$ cat src/rtl/pipe_ctrl.sv
// pipe_ctrl: merges stage stall requests, arbitrates exception/mispredict flushes,
// holds exception flushes behind outstanding data-bus traffic, counts stall cycles.
module pipe_ctrl #(
    parameter int EXC_WAIT_MAX = 255,
    parameter int CNT_W        = 32
) (
    input  logic             clk,
    input  logic             resetn,
    input  logic             stallreq_id_i,
    input  logic             stallreq_ex_i,
    input  logic             stallreq_mem_i,
    input  logic             mem_busy_i,
    input  logic             exception_i,
    input  logic [31:0]      exc_new_pc_i,
    input  logic             bpu_fail_i,
    input  logic [31:0]      bpu_target_i,
    output logic [3:0]       stall_o,
    output logic             flush_o,
    output logic             flush_cause_o,
    output logic [31:0]      new_pc_o,
    output logic             exc_timeout_o,
    output logic [CNT_W-1:0] stall_cnt_o
);
    localparam logic [1:0] RUN       = 2'd0;
    localparam logic [1:0] EXC_WAIT  = 2'd1;
    localparam logic [1:0] EXC_FLUSH = 2'd2;
    localparam int WW = $clog2(EXC_WAIT_MAX + 1);

    logic [1:0]    state, state_n;
    logic [31:0]   exc_pc;
    logic [WW-1:0] wait_cnt;
    logic          wait_last;
    logic          exc_hold;

    assign wait_last = wait_cnt == WW'(EXC_WAIT_MAX - 1);
    assign exc_hold  = state == RUN && exception_i && mem_busy_i;

    always_comb begin
        stall_o       = 4'b0000;
        flush_o       = 1'b0;
        flush_cause_o = 1'b0;
        new_pc_o      = 32'h0;
        state_n       = state;
        case (state)
            RUN: begin
                if (exception_i && mem_busy_i) begin
                    stall_o = 4'b1111;
                    state_n = EXC_WAIT;
                end else if (exception_i) begin
                    flush_o  = 1'b1;
                    new_pc_o = exc_new_pc_i;
                end else if (bpu_fail_i && !stallreq_mem_i && !stallreq_ex_i) begin
                    flush_o       = 1'b1;
                    flush_cause_o = 1'b1;
                    new_pc_o      = bpu_target_i;
                end else begin
                    stall_o = stallreq_mem_i ? 4'b0111 :
                              stallreq_ex_i  ? 4'b0011 :
                              stallreq_id_i  ? 4'b0001 : 4'b0000;
                end
            end
            EXC_WAIT: begin
                stall_o = 4'b1111;
                state_n = (!mem_busy_i || wait_last) ? EXC_FLUSH : EXC_WAIT;
            end
            EXC_FLUSH: begin
                flush_o  = 1'b1;
                new_pc_o = exc_pc;
                state_n  = RUN;
            end
            default: state_n = RUN;
        endcase
    end

    always_ff @(posedge clk) begin
        if (!resetn) begin
            state         <= RUN;
            exc_pc        <= 32'h0;
            wait_cnt      <= '0;
            exc_timeout_o <= 1'b0;
            stall_cnt_o   <= '0;
        end else begin
            state <= state_n;
            if (exc_hold) begin
                exc_pc   <= exc_new_pc_i;
                wait_cnt <= '0;
            end else if (state == EXC_WAIT) begin
                wait_cnt <= wait_cnt + 1'b1;
            end
            // timeout only when the bus is still busy at the last allowed wait cycle
            if (state == EXC_WAIT && mem_busy_i && wait_last)
                exc_timeout_o <= 1'b1;
            if (|stall_o)
                stall_cnt_o <= stall_cnt_o + 1'b1;
        end
    end
endmodule

$ cat config.mk
export PLATFORM = sky130hd
export DESIGN_NAME = pipe_ctrl
export DESIGN_NICKNAME = d
export VERILOG_FILES = /design/src/rtl/pipe_ctrl.sv
export SDC_FILE = /design/constraint.sdc
export NUM_CORES = 1
export LEC_CHECK = 0
export ABC_CLOCK_PERIOD_IN_PS = 2200
export CAP_MARGIN = 20
export CORE_ASPECT_RATIO = 1.75
export CORE_UTILIZATION = 30
export CTS_BUF_LIST = sky130_fd_sc_hd__clkbuf_16
export CTS_CLUSTER_DIAMETER = 60
export DETAILED_ROUTE_END_ITERATION = 8
export PLACE_DENSITY_LB_ADDON = 0.12
export REMOVE_ABC_BUFFERS = 1
export SYNTH_ARGS = -nofsm -noshare
export SYNTH_HDL_FRONTEND = slang
export SYNTH_SLANG_ARGS = --single-unit
$ cat constraint.sdc
create_clock -name clk -period 2.2 [get_ports clk]
set_input_delay 0.44 -clock clk [delete_from_list [all_inputs] [get_ports clk]]
set_output_delay 0.44 -clock clk [all_outputs]
set_load 0.01 [all_outputs]
# After elaboration in Yosys (flattened, before gate mapping)
# Index checks and enable logic that the tools add are counted.
[totals] regBits=75 input_bits=72 output_inout_bits=71 elab_cells=47
[classes] addsub=2 eq_ne=4 mux=21 n_bitwise=1 n_reduce_logical=14
[op_table] cell="2-to-1 mux 32 bit" n=3
[op_table] cell="one-hot mux 32 bit (2 select lines)" n=1
[op_table] cell="adder 32 x 1 -> 32 bit (second input constant)" n=1
[op_table] cell="2-to-1 mux 3 bit" n=3
[op_table] cell="adder 8 x 1 -> 8 bit (second input constant)" n=1
[op_table] cell="== test 8 bit (second input constant)" n=1
[op_table] cell="one-hot mux 4 bit (2 select lines)" n=1
[op_table] cell="logical AND 1 bit" n=7
[op_table] cell="2-to-1 mux 1 bit" n=7
[op_table] cell="2-to-1 mux 2 bit" n=3
[op_table] cell="2-to-1 mux 4 bit" n=1
[op_table] cell="one-hot mux 2 bit (2 select lines)" n=1
[op_table] cell="OR reduction 4 bit" n=1
[op_table] cell="zero test 1 bit" n=3
[op_table] cell="== test 2 x 1 -> 1 bit (second input constant)" n=1
[op_table] cell="== test 2 bit (second input constant)" n=1
[op_table] cell="zero test 2 bit" n=1
[op_table] cell="inequality test 2 x 1 -> 1 bit (second input constant)" n=1
[op_table] cell="one-hot mux 1 bit (2 select lines)" n=1
[op_table] cell="OR reduction 2 bit" n=1
[op_table] cell="logical OR 1 bit" n=1
[op_table] cell="inverter 1 bit" n=1

# Depth between registers and ports, before layout
[depth] ltp_word=8 mapped_depth=8 ltp_nobuf=6

# Worst setup path before layout
# Ideal clock, no wire load.
[synth_timing] path_kind="input-to-output" start="input port stallreq_mem_i" end="output port new_pc_o[0]" arrival_ns=1.626 required_time_ns=1.760 slack_ns=0.134 stages=6 path_buffers=1 path_cell_list="nor4b_2 > clkbuf_1 > a22oi_1 > nor2_1 > a21oi_1 > nor2_1"
[synth_between] elab_chain_len=7
[synth_rtl] element="start: declaration" line_no="11" source="input logic stallreq_mem_i,"
[synth_rtl] element="zero test 1 bit" line_no="52" source="end else if (bpu_fail_i && !stallreq_mem_i && !stallreq_ex_i) begin"
[synth_rtl] element="logical AND 1 bit (2 in a row)" line_no="52"
[synth_rtl] element="2-to-1 mux 32 bit" line_no="52"
[synth_rtl] element="2-to-1 mux 32 bit" line_no="49" source="end else if (exception_i) begin"
[synth_rtl] element="2-to-1 mux 32 bit" line_no="46" source="if (exception_i && mem_busy_i) begin"
[synth_rtl] element="one-hot mux 32 bit (2 select lines)" line_no="44" source="case (state)"
[synth_rtl] element="end: declaration" line_no="20" source="output logic [31:0] new_pc_o,"
# Every way passes these cells.

# Final worst setup path
[layout_timing] start="input port stallreq_ex_i" end="output port new_pc_o[8]"
[layout_between] elab_chain_len=6
[layout_rtl] element="start: declaration" line_no="10" source="input logic stallreq_ex_i,"
[layout_rtl] element="zero test 1 bit" line_no="52"
[layout_rtl] element="logical AND 1 bit" line_no="52"
[layout_rtl] element="2-to-1 mux 32 bit" line_no="52"
[layout_rtl] element="2-to-1 mux 32 bit" line_no="49"
[layout_rtl] element="2-to-1 mux 32 bit" line_no="46"
[layout_rtl] element="one-hot mux 32 bit (2 select lines)" line_no="44"
# Every way passes these cells.

==> reports/qor.yml <==
outcome: "finished clean"
maxSlewHeadroom_pct: 76.43
numPlacedInstances: 858
holdWs_ns: 0.4541
rrSetupSlack_ns: 0.24
synth_top_area_share_pct: 39.33
start_kind: "input port"
fmax_mhz: 462.8
fin_worst_skew_ns: 0.005657
drive_gt1_share_pct: 18.74
maxCapViolCount: 0
io_buffers: 142
grt_max_degree: 37
synthTopCellsByCount: "99 x nor2_1, 82 x nand2_1, 81 x a21oi_1, 75 x dfxtp_1, 32 x a22oi_1"
synth_flop_cell: "dfxtp_1"
yosysMostFrequentCell: "nor2_1"
drt_first_pass_iters: 4
swShare_pct: 24.05
clockBufferDepth: 2
rows: 54
crit_path_top_delay_cell: "nor4b_4"
drt-initial-drc-count: 189
avgSynthCellArea_um2: 7.230
syn_inst: 528
slew_viol_final: 0
regArea_um2: 1503
tightest_slew_ns: 0.3486
tns_ns: 0
ys_async_sr_fraction_pct: 0
grt_setup_unrepaired: "yes"
num_vias: 4395
design.core.area_um2: 12430
yosysTopAreaCell: "dfxtp_1"
ys_warn_count: 0
clockPowerShare_pct: 44.5
ctsRootBufferMaster: "clkbuf_16"
fp.dieW_um: 87.27
hp-class: "flop to flop"
pwr-share-seq_pct: 38.2
grt_pass1_vias: 4245
path_cells: "buf_8 > nor4b_4 > buf_6 > buf_12 > buf_16 > a22oi_1 > nor2_1 > a21oi_1 > nor2_1 > buf_2"
ys_types: 40
powerDensity_nw_per_um2: 607.4
ys_seq_elements: 75
die_h_um: 151.2
start_util_pct: 30.71
internal_power_w: 0.002832
p_leak_nw: 2.344
multi_input_area_um2: 2180
worst_setup_hold_path_clk_slew_ns: 0.06
finalCritPeriodShare_pct: 98.22
wl_per_cell_um: 15.19
synth_edf_count: 0
fillers: 1294
hold_viol: 0
dp_hpwl_um: 8907
cts_inserted_buffers: 9
grt_pass1_wl_um: 20860
critPathArrivalTime_ns: 1.72
diodes: 0
cpMostUsedCell: "nor2_1"
required_ns: 1.76
drtAntennaViolNets: 0
ios: 143
gp_congestion: 0.8064
crit_type: "input port to output port"
netlist_area_um2: 3817
drt_wl_total_um: 13420
peakVddDrop_uv: 367.1
cts_tree: "built"
antenna_found_initial: 0
p_total_w: 0.003729
finalNonFillerCells: 883
power_switching_w: 0.0008968
grt_usage_pct: 20.46
final_nets: 785
vias_per_cell: 4.977
htreeDepth: 3
seq_area_frac_synth_pct: 39.33
overflow: 0
dieArea_um2: 13200
area_growth_pct: 60.83
critical_path.max_fanout: 7
cts_sinks: 75
max_stage_delay_ns: 0.30
period_needed_ns: 2.161
synth.area.top_cells: "dfxtp_1 39%, a21oi_1 11%, nor2_1 9.7%, nand2_1 8.1%, a22oi_1 6.3%"
insertion_delay_ns: 0.33
setup_violations: 0
cp-end-kind: "output port"
drc: 0
holdBufCountCts: 0
p_comb_share_pct: 17.3
power by group through the flow:
stage	Clock (W)	Sequential [W]	Combinational (W)
2_1_floorplan	0	0.00146	0.000226
3_3_place_gp	0	0.00145	0.000653
3_5_place_dp	0	0.00145	0.000652
4_1_cts	0.00171	0.00143	0.000655
5_1_grt	0.00177	0.00143	0.000703
6_report	0.00166	0.00143	0.000645
cell type report:
type / instances / area share, %
flip-flops and latches: 75 / 24.48
repair buffers: 207 / 30.75
well taps: 168 / 3.424
multi-input cells: 410 / 35.50
clock buffers: 9 / 3.668
clock inverters: 7 / 1.753
inverters: 7 / 0.4280
path summary, 6_finish.rpt:
| kind | from | cells after the start | end |
|---|---|---|---|
| max reg2reg | state[1] | 6 | stall_cnt_o[25] |
| min | exc_pc[21] | 2 | exc_pc[21] |
| min reg2reg | exc_pc[21] | 2 | exc_pc[21] |
| max | stallreq_ex_i | 10 | new_pc_o[8] |
worst max-delay path: cells and delay by family:
family | cells | cell delay [ns]
buf+inv | 5 | 0.64
simple gates | 3 | 0.52
compound gates | 2 | 0.12
stage by stage:
stage / utilization (%) / cell area [µm²] / setup slack, ns
after detailed placement: 46.69 / 5804 / -0.7727
after floorplan: - / 3676 / -1.108
after CTS: 49.90 / 6203 / -0.04959
after global placement: 46.69 / 5804 / -0.7659
after global routing: 49.39 / 6140 / -0.08155
final: 49.39 / 6140 / 0.03923
cell usage in the layout, fill, tap and decap left out, types with 3 or more instances in the layout:
cell type	count
a22oi_1	30
inv_1	6
nor3_1	7
clkbuf_16	9
nand4_1	12
dfxtp_1	74
a21oi_1	81
bufinv_16	3
clkdlybuf4s50_1	101
or3_1	11
buf_4	52
buf_2	28
nand3_1	10
nor4_1	5
o21ai_0	10
buf_6	6
or4_1	3
buf_12	7
xnor2_1	14
ha_1	3
clkbuf_2	7
nand2_1	81
nor2_1	98
nand2b_1	3
o31ai_1	3
and3_1	3
xor2_1	10
cell families (layout without fill, tap and decap cells):
logic type	after synthesis	in the layout	synth area share, %
AOI/OAI and AO/OA	131	131	19.96
adders and majority gates	3	3	0.9834
and+or+nand+nor	251	251	29.56
DFF	75	75	39.33
xor gates and xnor gates	24	24	5.506
muxes	1	1	0.2622
buffers and inverters	43	230	4.392
per-layer routing:
metal	GRT usage [%]	share of wire (%)
met5	0	0
met4	7.623	1.6
met3	3.924	5.1
met2	38.52	54
met1	22.06	40
sequential cells by signal (all words and copies together), names as in the netlist:
| register | flops |
|---|---|
| wait_cnt | 8 |
| stall_cnt_o | 32 |
| exc_pc | 32 |
| state | 2 |
| exc_timeout_o | 1 |
what timing repair did:
| item | 4_1_cts | 5_1_grt |
|---|---|---|
| setup endpoints to repair | 63 | 46 |
| cloned | 3 | 0 |
| pin swaps | 11 | 20 |
| gates resized for setup | 145 | 25 |
| buffers inserted | 6 | 2 |
(Power assumes the default switching activity.)
